===== src/rtl/kbd_ascii_fifo.sv =====
// kbd_ascii_fifo
//   Turns PS/2 set-2 make/break events into ASCII characters and buffers them
//   in a first-word-fall-through FIFO for a consumer.
//
//   Optional feature: define KBD_CAPS_LOCK_EN to enable caps-lock (0x58 make
//   toggles caps). With the macro undefined, caps is tied to 0 and 0x58 is an
//   unmapped code.
//
// Ports
//   clk       in   system clock, rising edge
//   rst       in   synchronous active-high reset
//   key_code  in   [7:0] last scan code (level, held between events)
//   key_down  in   1 = make, 0 = break
//   rd_en     in   pop request; ignored while empty
//   ascii     out  [7:0] head character, 0x00 while empty
//   empty     out  FIFO holds no entries
//   full      out  FIFO holds DEPTH entries
//   count     out  [AW:0] occupancy
//   overflow  out  sticky: a character was dropped because the FIFO was full
module kbd_ascii_fifo #(
  parameter int DEPTH = 16,
  localparam int AW = $clog2(DEPTH)
) (
  input  logic        clk,
  input  logic        rst,
  input  logic [7:0]  key_code,
  input  logic        key_down,
  input  logic        rd_en,
  output logic [7:0]  ascii,
  output logic        empty,
  output logic        full,
  output logic [AW:0] count,
  output logic        overflow
);

  localparam logic [AW:0] DEPTH_C = (AW+1)'(DEPTH);

  typedef struct packed {
    logic       vld;
    logic [7:0] chr;
  } dec_t;

  // registered copy of the keyboard inputs, used for edge (event) detection
  logic [7:0] prev_code;
  logic       prev_down;
  logic       evt;

  logic       shift_l, shift_r, shift_active;
  logic       caps;
  logic       upper;

  // decode scratch
  logic       is_letter, is_digit;
  logic [4:0] letter_idx;
  logic [3:0] digit_idx;
  logic       is_fixed;
  logic [7:0] fixed_chr;
  logic [7:0] shifted_digit;
  dec_t       dec;

  // FIFO state; pointers carry one extra bit so full and empty differ
  logic [7:0]  mem [DEPTH];
  logic [AW:0] wr_ptr, rd_ptr;
  logic        push, pop, wr_ok;

  assign evt          = (key_code != prev_code) || (key_down != prev_down);
  assign shift_active = shift_l | shift_r;
  assign upper        = shift_active ^ caps;

  // --------------------------------------------------------------------------
  // input registration and modifier tracking
  // --------------------------------------------------------------------------
  always_ff @(posedge clk) begin
    if (rst) begin
      prev_code <= 8'h00;
      prev_down <= 1'b0;
      shift_l   <= 1'b0;
      shift_r   <= 1'b0;
    end else begin
      prev_code <= key_code;
      prev_down <= key_down;
      if (evt && key_code == 8'h12) shift_l <= key_down;
      if (evt && key_code == 8'h59) shift_r <= key_down;
    end
  end

`ifdef KBD_CAPS_LOCK_EN
  always_ff @(posedge clk) begin
    if (rst)
      caps <= 1'b0;
    else if (evt && key_down && key_code == 8'h58)
      caps <= ~caps;
  end
`else
  assign caps = 1'b0;
`endif

  // --------------------------------------------------------------------------
  // scan code classification
  // --------------------------------------------------------------------------
  always_comb begin
    is_letter  = 1'b1;
    letter_idx = 5'd0;
    case (key_code)
      8'h1C: letter_idx = 5'd0;   // a
      8'h32: letter_idx = 5'd1;   // b
      8'h21: letter_idx = 5'd2;   // c
      8'h23: letter_idx = 5'd3;   // d
      8'h24: letter_idx = 5'd4;   // e
      8'h2B: letter_idx = 5'd5;   // f
      8'h34: letter_idx = 5'd6;   // g
      8'h33: letter_idx = 5'd7;   // h
      8'h43: letter_idx = 5'd8;   // i
      8'h3B: letter_idx = 5'd9;   // j
      8'h42: letter_idx = 5'd10;  // k
      8'h4B: letter_idx = 5'd11;  // l
      8'h3A: letter_idx = 5'd12;  // m
      8'h31: letter_idx = 5'd13;  // n
      8'h44: letter_idx = 5'd14;  // o
      8'h4D: letter_idx = 5'd15;  // p
      8'h15: letter_idx = 5'd16;  // q
      8'h2D: letter_idx = 5'd17;  // r
      8'h1B: letter_idx = 5'd18;  // s
      8'h2C: letter_idx = 5'd19;  // t
      8'h3C: letter_idx = 5'd20;  // u
      8'h2A: letter_idx = 5'd21;  // v
      8'h1D: letter_idx = 5'd22;  // w
      8'h22: letter_idx = 5'd23;  // x
      8'h35: letter_idx = 5'd24;  // y
      8'h1A: letter_idx = 5'd25;  // z
      default: is_letter = 1'b0;
    endcase
  end

  always_comb begin
    is_digit  = 1'b1;
    digit_idx = 4'd0;
    case (key_code)
      8'h45: digit_idx = 4'd0;
      8'h16: digit_idx = 4'd1;
      8'h1E: digit_idx = 4'd2;
      8'h26: digit_idx = 4'd3;
      8'h25: digit_idx = 4'd4;
      8'h2E: digit_idx = 4'd5;
      8'h36: digit_idx = 4'd6;
      8'h3D: digit_idx = 4'd7;
      8'h3E: digit_idx = 4'd8;
      8'h46: digit_idx = 4'd9;
      default: is_digit = 1'b0;
    endcase
  end

  always_comb begin
    is_fixed  = 1'b1;
    fixed_chr = 8'h00;
    case (key_code)
      8'h29: fixed_chr = 8'h20;   // space
      8'h5A: fixed_chr = 8'h0D;   // enter
      8'h66: fixed_chr = 8'h08;   // backspace
      default: is_fixed = 1'b0;
    endcase
  end

  // shifted digit row ")!@#$%^&*(" indexed by digit value
  always_comb begin
    shifted_digit = 8'h29;
    case (digit_idx)
      4'd0: shifted_digit = 8'h29;  // )
      4'd1: shifted_digit = 8'h21;  // !
      4'd2: shifted_digit = 8'h40;  // @
      4'd3: shifted_digit = 8'h23;  // #
      4'd4: shifted_digit = 8'h24;  // $
      4'd5: shifted_digit = 8'h25;  // %
      4'd6: shifted_digit = 8'h5E;  // ^
      4'd7: shifted_digit = 8'h26;  // &
      4'd8: shifted_digit = 8'h2A;  // *
      4'd9: shifted_digit = 8'h28;  // (
      default: shifted_digit = 8'h29;
    endcase
  end

  // modifiers used here are the values before this event's own update
  always_comb begin
    dec = '0;
    if (is_letter) begin
      dec.vld = 1'b1;
      dec.chr = (upper ? 8'h41 : 8'h61) + {3'b000, letter_idx};
    end else if (is_digit) begin
      dec.vld = 1'b1;
      dec.chr = shift_active ? shifted_digit : (8'h30 + {4'b0000, digit_idx});
    end else if (is_fixed) begin
      dec.vld = 1'b1;
      dec.chr = fixed_chr;
    end
  end

  // --------------------------------------------------------------------------
  // FIFO
  // --------------------------------------------------------------------------
  assign push  = evt && key_down && dec.vld;
  assign pop   = rd_en && !empty;
  // a pop in the same cycle frees the slot, so a push into a full FIFO succeeds
  assign wr_ok = push && (!full || pop);

  always_ff @(posedge clk) begin
    if (rst) begin
      wr_ptr   <= '0;
      rd_ptr   <= '0;
      overflow <= 1'b0;
    end else begin
      if (wr_ok) wr_ptr <= wr_ptr + 1'b1;
      if (pop)   rd_ptr <= rd_ptr + 1'b1;
      if (push && full && !pop) overflow <= 1'b1;
    end
  end

  // storage needs no reset: the head is masked while empty
  always_ff @(posedge clk) begin
    if (!rst && wr_ok) mem[wr_ptr[AW-1:0]] <= dec.chr;
  end

  assign count = wr_ptr - rd_ptr;
  assign empty = (count == '0);
  assign full  = (count == DEPTH_C);
  assign ascii = empty ? 8'h00 : mem[rd_ptr[AW-1:0]];

endmodule


===== config.mk =====
export PLATFORM = sky130hd
export DESIGN_NAME = kbd_ascii_fifo
export DESIGN_NICKNAME = d
export VERILOG_FILES = /design/src/rtl/kbd_ascii_fifo.sv
export SDC_FILE = /design/constraint.sdc
export NUM_CORES = 1
export LEC_CHECK = 0
export ABC_CLOCK_PERIOD_IN_PS = 4900
export CAP_MARGIN = 20
export CORE_AREA = 4 4 140 142
export DETAILED_ROUTE_END_ITERATION = 6
export DIE_AREA = 0 0 144 146
export GPL_TIMING_DRIVEN = 0
export PLACE_DENSITY = 0.63
export SETUP_SLACK_MARGIN = 0.05
export SYNTH_ARGS = -nofsm -noshare
export SYNTH_HDL_FRONTEND = slang
export SYNTH_SLANG_ARGS = --single-unit

===== constraint.sdc =====
create_clock -name clk -period 4.9 [get_ports clk]
set_clock_uncertainty 0.1 [all_clocks]
set_input_delay 1.47 -clock clk [delete_from_list [all_inputs] [get_ports clk]]
set_output_delay 1.47 -clock clk [all_outputs]
set_load 0.01 [all_outputs]

# After elaboration in Yosys (flattened, before gate mapping)
# Memory sizes are Yosys's and may differ from the RTL's. A register that Yosys moved wholly into a read port is not among the register bits.
# Index checks and enable logic that the tools add are counted.
dict set report word_totals {
  reg_bits 22
  ram_bits 128
  rom_bits 112
  inputBits 12
  out_inout_bits 16
  wordCells 94
  mem_count 2
}
# name depth width rd rd_clocked_by_memory_dff wr line_no
set mem_list {}
lappend mem_list {mem 16 8 1 1 1 62} ;# logic [7:0] mem [DEPTH];
lappend mem_list {{(no name shown)} 16 7 1 0 0 167} ;# case (digit_idx)
dict set report op_classes {
  add_sub_neg 5
  eq_ne 44
  n_mux 16
  bitwise_logic 1
  n_reduce_logical 19
}
# cell n
set op_table {}
lappend op_table {{8-bit by 6-bit equality test with 1-bit output (second input constant)} 23}
lappend op_table {{5-bit one-hot mux with 25 select lines} 1}
lappend op_table {{8-bit by 7-bit equality test with 1-bit output (second input constant)} 10}
lappend op_table {{8-bit by 5-bit equality test with 1-bit output (second input constant)} 8}
lappend op_table {{4-bit one-hot mux with 9 select lines} 1}
lappend op_table {{9-bit 2-to-1 mux} 3}
lappend op_table {{26-bit OR reduction} 1}
lappend op_table {{6-bit one-hot mux with 3 select lines} 1}
lappend op_table {{8-bit 2-to-1 mux} 2}
lappend op_table {{5-bit by 1-bit adder with 5-bit output (second input constant)} 2}
lappend op_table {{10-bit OR reduction} 1}
lappend op_table {{1-bit logical AND} 9}
lappend op_table {{7-bit by 5-bit adder with 8-bit output} 1}
lappend op_table {{4-bit 2-to-1 mux} 2}
lappend op_table {{8-bit inequality test} 1}
lappend op_table {{6-bit by 4-bit adder with 7-bit output (first input constant)} 1}
lappend op_table {{6-bit 2-to-1 mux} 1}
lappend op_table {{5-bit equality test (second input constant)} 1}
lappend op_table {{5-bit logical NOT} 1}
lappend op_table {{1-bit 2-to-1 mux} 5}
lappend op_table {{5-bit subtractor} 1}
lappend op_table {{1-bit logical NOT} 4}
lappend op_table {{3-bit OR reduction} 1}
lappend op_table {{1-bit logical OR} 2}
lappend op_table {{2 further kinds} 2}

# Logic depth before layout (Yosys ltp)
# Gate-level depths: netlist (run 1).
dict set report depth {
  depth_word 11
  mapped_depth 12
  ltp_nobuf 11
}

# Worst setup path before layout (run 1)
# OpenSTA, ideal clock, no wires.
dict set report synth_path {
  kind {register to output}
  start {reg wr_ptr[0]}
  end {out ascii[0]}
  arrival_time_ns 2.536
  required_time_ns 3.330
  path_slack_ns 0.794
  path_stages_with_launch 11
  n_path_buf 1
  path_cell_list {dfxtp_1 > inv_1 > ha_1 > inv_1 > fa_1 > xor2_1 > or3_1 > or4_1 > a21oi_1 > buf_2 > nor2b_1}
}
dict set report synth_between {
  elab_chain_len 3
}
# element line_no
set synth_lines {}
lappend synth_lines {{from (decl)} 63} ;# logic [AW:0] wr_ptr, rd_ptr;
lappend synth_lines {{from (signal assigned)} 211} ;# if (wr_ok) wr_ptr <= wr_ptr + 1'b1;
lappend synth_lines {{5-bit subtractor} 222} ;# assign count = wr_ptr - rd_ptr;
lappend synth_lines {{named net count[2]} 32} ;# output logic [AW:0] count,
lappend synth_lines {{5-bit logical NOT} 223} ;# assign empty = (count == '0);
lappend synth_lines {{named net empty} 30} ;# output logic empty,
lappend synth_lines {{8-bit 2-to-1 mux} 225} ;# assign ascii = empty ? 8'h00 : mem[rd_ptr[AW-1:0]];
lappend synth_lines {{to (decl)} 29} ;# output logic [7:0] ascii,
# The timed path passes the listed nets, and every way through them passes these cells.

# Worst setup path in the final report (run 1)
dict set report layout_path {
  start {in key_code[4]}
  end {mem mem[1][5], enable pin}
}
dict set report layout_between {
  elab_chain_len 11
  word_cells_on_any_way 56
  classes_between {eq/ne: 40; mux: 8; reduce/logical: 8}
}
# element line_no
set layout_lines {}
lappend layout_lines {{from (decl)} 26} ;# input logic [7:0] key_code,
lappend layout_lines {{8-bit by 7-bit equality test with 1-bit output or 8-bit by 6-bit equality test with 1-bit output (tied branches)} 156} ;# case (key_code)
lappend layout_lines {{3-bit OR reduction (no line)} -}
lappend layout_lines {{1-bit 2-to-1 mux} 156}
lappend layout_lines {{9-bit 2-to-1 mux} 191} ;# end else if (is_fixed) begin
lappend layout_lines {{9-bit 2-to-1 mux} 188} ;# end else if (is_digit) begin
lappend layout_lines {{9-bit 2-to-1 mux} 185} ;# if (is_letter) begin
lappend layout_lines {{1-bit logical AND *} 200} ;# assign push = evt && key_down && dec.vld;
lappend layout_lines {{1-bit logical AND *} 203} ;# assign wr_ok = push && (!full || pop);
lappend layout_lines {{1-bit logical AND *} 219} ;# if (!rst && wr_ok) mem[wr_ptr[AW-1:0]] <= dec.chr;
lappend layout_lines {{1-bit 2-to-1 mux *} 219}
lappend layout_lines {{1-bit 2-to-1 mux (not written as such) *} 219}
lappend layout_lines {{to (decl)} 62}
# Mark *: on every way between the ends. The rest lies on a longest branch, timed or not.

==> reports/metrics.yaml, run 1 <==
outcome: "complete, no violations"
synth-async-reset-ratio: 0
diodes: 0
final_cell_area_um2: 8590
rr_worst_depth: 13
worst_path_most_repeated_cell: "nor2_1"
worst_slew_pin_slew_ns: 1.06
p_per_area_nw_per_um2: 443
start_kind: "input port"
fin_total_pwr_mw: 3.80
ant_nets: 0
max_stage_delay_ns: 0.75
cts_tree: "done"
dieHeight_um: 146
wirelength_um: 16000
placed_area_um2: 7860
drt-pass1-iter-count: 6
syn_inst: 501
hp-start: "overflow"
period_share: 0.992
fin_crit_ns: 4.86
ys.flop_type: "edfxtp_1"
whs_ns: 0.393
grt_first_pass_wirelength_um: 25400
hold_path.class: "flop to flop"
ys_warn_count: 0
max-cap-violations: 0
min_delay_path_depth: 1
grt_overflow: 0
r2r_slack_ns: 1.22
root_buffer: "clkbuf_16"
vias_per_cell: 5.40
yosys.area.top_type: "edfxtp_1"
synth.area.top_cells: "edfxtp_1, mux4_2, dfxtp_1"
fp.coreArea_um2: 18500
rr_endpoint: "mem[1][5]"
drc: 0
dieArea_um2: 21000
start_util: 0.392
syn_avg_cell_area_um2: 14.5
ys_types: 67
synth_area_um2: 7240
ys_seq_area_frac: 0.603
yosysMostFrequentCell: "edfxtp_1"
drive_gt1_frac: 0.242
r2r-start: "wr_ptr[0]"
max_slew_margin: 0.288
crit_required_ns: 4.84
place.gp.congestion: 0.909
worstSetupPathType: "input port to flop"
cp_cell_sequence: "clkdlybuf4s50_1 -> buf_4 -> buf_2 -> nor4b_1 -> and3_1 -> nor2_1 -> nand3_1 -> o211ai_2 -> buf_6 -> or3_1 -> nor2_1"
crit_fanout: 10
vdd_drop_max_mv: 0.301
cts.sinks: 154
slowest_stage: "nor4b_1"
min_to: "overflow"
cts_max_level: 4
num_rows: 50
cts_hold_buf: 0
nets: 596
grt_pass1_vias: 4394
synth-edff-count: 128
wl_per_cell_um: 19.5
grt_max_degree: 18
io_buffers: 25
area_growth_pct: 18.6
antenna_found_initial: 1
die_x_um: 144
cts_buffers: 17
setup-violations-final: 0
io_pins: 28
critical_path_buf_inv_count: 4
yosysTopAreaCellShare: 0.531
clk_latency_ns: 0.41
endpoint_kind: "flop"
track_usage: 0.160
cp_top_family: "simple AND/OR/NAND/NOR gates"
cts_buffer_depth: 2
hold_violations: 0
synthTopCellsByCount: "edfxtp_1, nor2_1, mux4_2, dfxtp_1, nor2b_1"
fillCellCount: 1606
drv_slew: 0
critPathArrivalTime_ns: 4.81
clk_pin_slew_ns: 0.06
dpl.hpwl_um: 11200
fmax_mhz: 206
num_vias: 4426
rsz0062_at_grt: "yes"
final_util: 0.465
finalSetupTns_ns: 0
p_leak_nw: 2.86
ys_seq_elements: 154
drt_iter0_drc: 375
## per-layer routing
layer | wire length, um | share of wire | GRT usage | vias up
met5 | 0 | 0 | 0 | -
met4 | 121 | 0.0075 | 0.0367 | 0
met3 | 770 | 0.048 | 0.0381 | 12
met2 | 7820 | 0.49 | 0.246 | 140
met1 | 7310 | 0.46 | 0.231 | 2196
li1 | - | - | - | 2078
## final cells by class
class,count,area [um^2],area share
Multi-Input combinational cell,317,2810,0.327
Clock buffer,19,433,0.0504
Clock inverter,13,141,0.0165
Tap cell,234,293,0.0341
Inverter,15,58.8,0.00685
Buffer,30,153,0.0178
Timing Repair Buffer,38,330,0.0385
Sequential cell,154,4370,0.509
## cells by family (layout without fill, tap and decap cells)
logic type                 count (synthesis)  after routing  synth area share
and+or+nand+nor                          159            159             0.127
DFF                                      154            154             0.603
AOI/OAI and AO/OA                         61             61            0.0589
muxes                                     49             49             0.137
buffers and inverters                     45            115            0.0280
xor gates and xnor gates                  21             21            0.0254
adders and majority gates                 11             11            0.0200
other                                      1             16          0.000518
## power breakdown
| group | switching, mW | internal (mW) | total, mW |
|---|---|---|---|
| sequential | 0.0152 | 1.44 | 1.46 |
| clock | 0.507 | 0.752 | 1.26 |
| combinational | 0.518 | 0.567 | 1.08 |
## repair_timing
item | 4_1_cts | 5_1_grt
pin swaps | 1 | 6
hold endpoints to repair | 0 | 0
endpoints found under the setup margin | 10 | 137
gates cloned | 1 | 0
gates resized for setup | 20 | 48
buffers inserted | 4 | 6
## placed cells by master, fill, tap and decap left out, drive strengths merged, types with 3 or more instances in the layout
cell type,instances
buf,36
mux4,40
nand4,6
clkbuf,35
o21ai,13
clkinv,3
nand3b,6
a21oi,13
clkinvlp,4
nor4b,3
ha,10
nor2b,22
inv,19
or3,7
a211oi,6
or3b,3
nand3,11
and3,4
or4b,3
xor2,6
nor3,3
dfxtp,26
clkdlybuf4s50,15
nand2,16
o32ai,3
mux2i,7
edfxtp,128
xnor2,15
o211ai,3
nor4,6
nor3b,4
nand2b,10
nor2,46
conb,16
## worst max path at each step
stage           startpoint    endpoint  slack, ns  cells past startpoint
2_1_floorplan    wr_ptr[0]    ascii[0]       0.79                     10
3_3_place_gp   key_code[0]  mem[10][5]      -0.68                      8
3_5_place_dp   key_code[4]   mem[5][3]      -0.31                     11
4_1_cts          wr_ptr[0]    ascii[0]       0.03                     11
5_1_grt        key_code[4]   mem[1][5]      -0.11                     11
6_report       key_code[4]   mem[1][5]       0.04                     11
## state kept, by name, summed over array words and instances (netlist names), named ones only
name,count
mem,128
overflow,1
shift_l,1
prev_down,1
shift_r,1
prev_code,8
rd_ptr,5
wr_ptr,5
## through the flow
stage               cells  setup slack, ns
finish                820           0.0372
detailed placement    777           -0.311
CTS                   814           0.0299
global route          820           -0.114
floorplan             516            0.794
global placement      775           -0.678
Power figures use the tool's default switching activity.
==> run 2, diff against run 1 <==
--- a/config.mk
+++ b/config.mk
@@ -7,12 +7,13 @@
 export LEC_CHECK = 0
 export ABC_CLOCK_PERIOD_IN_PS = 4900
 export CAP_MARGIN = 20
-export CORE_AREA = 4 4 140 142
+export CORE_AREA = 4 4 120 122
 export DETAILED_ROUTE_END_ITERATION = 6
-export DIE_AREA = 0 0 144 146
+export DIE_AREA = 0 0 124 126
 export GPL_TIMING_DRIVEN = 0
-export PLACE_DENSITY = 0.63
+export PLACE_DENSITY = 0.79
 export SETUP_SLACK_MARGIN = 0.05
+export SKIP_LAST_GASP = 1
 export SYNTH_ARGS = -nofsm -noshare
 export SYNTH_HDL_FRONTEND = slang
 export SYNTH_SLANG_ARGS = --single-unit
==> run 2 against run 1 <==
Worst hold slack barely moved. Sequential share of layout area rose by 0.37 points. Maximum frequency rose by 1.2%. Combinational power barely moved. Sequential cell count did not move. Register-to-register slack got worse by 0.06 ns. Worst setup slack improved by 0.057 ns. Count of clock-buffer cells in the layout fell by 2.
==> reports/metrics.yaml, run 2 (synthesis results as in run 1) <==
outcome: "complete, no violations"
grt_overflow: 0
stdcell_count: 762
met1_usage: 0.314
start_util: 0.549
hold_path.class: "flop to flop"
dieHeight_um: 126
rr_endpoint: "mem[2][0]"
grt_use_met2: 0.361
cts_hold_buf: 0
grt_max_degree: 18
die_x_um: 124
drt_iter0_drc: 550
clk_latency_ns: 0.42
cts_max_level: 4
final_util: 0.647
cts_buffers: 17
r2r_slack_ns: 1.16
whs_ns: 0.393
cts_buffer_depth: 2
io_pins: 28
area_growth_pct: 17.9
dieArea_um2: 15600
min_to: "overflow"
worst_slew_pin_slew_ns: 0.939
drive_gt1_frac: 0.241
drv_slew: 0
grt-busiest-layer: "met2"
worstSetupPathType: "flop to output pin"
diodes: 0
min_delay_path_depth: 1
vias_per_cell: 6.16
num_vias: 4696
antenna_found_initial: 0
wirelength_um: 17100
clk_pin_slew_ns: 0.06
cts.sinks: 154
use_met3: 0.0578
dpl.cell_count: 717
rr_worst_depth: 13
hp-start: "overflow"
num_rows: 42
rsz0062_at_grt: "yes"
layout_commonest_cell: "edfxtp_1"
critPathArrivalTime_ns: 3.24
p_leak_nw: 2.88
r2r-start: "wr_ptr[0]"
nets: 596
crit_required_ns: 3.33
setup-violations-final: 0
period_share: 0.981
endpoint_kind: "output pin"
finalSetupTns_ns: 0
hold_violations: 0
most-common-layout-cells: "edfxtp_1, mux4_2, nor2_1"
largest_register_ffs: 128
crit_fanout: 4
fin_crit_ns: 4.81
place.gp.congestion: 0.914
start_kind: "flop"
fp.coreArea_um2: 13200
cts_tree: "done"
grt_first_pass_wirelength_um: 26300
fmax_mhz: 208
grt_pass1_vias: 4643
ant_nets: 0
track_usage: 0.229
wl_per_cell_um: 22.5
vdd_drop_max_mv: 0.477
max_slew_margin: 0.371
root_buffer: "clkbuf_16"
p_per_area_nw_per_um2: 454
fin_total_pwr_mw: 3.88
dpl.hpwl_um: 11100
max-cap-violations: 0
io_buffers: 25
drt-pass1-iter-count: 6
drc: 0
[run 2: cell type report]
type	instances	area [um^2]
sequential	154	4370
inverter	15	58.8
clock buffer	17	425
timing repair buffer	38	332
fill	927	4660
tap	176	220
buffer	30	153
clock inverter	15	168
multi-input combinational	317	2810
[run 2: worst max-delay path by stage]
stage	slack, ns	depth (start not counted)	end	start
2_1_floorplan	0.79	10	ascii[0]	wr_ptr[0]
4_1_cts	-0.004	11	ascii[2]	wr_ptr[0]
6_report	0.09	12	ascii[3]	wr_ptr[0]
5_1_grt	-0.04	9	mem[2][0]	key_code[7]
3_3_place_gp	-0.54	8	mem[10][5]	key_code[0]
3_5_place_dp	-0.26	9	mem[2][5]	key_code[7]
[run 2: through the flow]
step	setup WS, ns	area, um^2
floorplan	0.794	7300
global placement	-0.537	7770
detailed placement	-0.258	7770
CTS	-0.00438	8410
global route	-0.0389	8530
finish	0.0947	8530
[run 2: power breakdown]
group / internal, mW / switching, mW
sequential: 1.44 / 0.0167
clock: 0.760 / 0.551
combinational: 0.562 / 0.543
[run 2: routing by layer]
metal  up-vias  routed length [um]
met1      2358                6850
li1       2072                   -
met3        31                1310
met4         0                 377
met5         -                   0
met2       235                8610
[run 2: what timing repair did]
item                                    in CTS  in global routing
hold endpoints to repair                     0                  0
endpoints found under the setup margin      10                 90
resized for setup                           20                 42
pin swaps                                    1                  6
setup buffers                                3                  7
gates cloned                                 1                  0
[run 2: worst max-delay path, stage by stage, from the launching register on]
cell and delay [ns]:
dfxtp_4 0.36, inv_4 0.07, ha_4 0.13, inv_2 0.04, fa_2 0.38, xor2_2 0.16
or3_4 0.39, or4_4 0.52, a21oi_4 0.29, buf_6 0.17, buf_6 0.13, nor2b_1 0.05
clkbuf_2 0.12
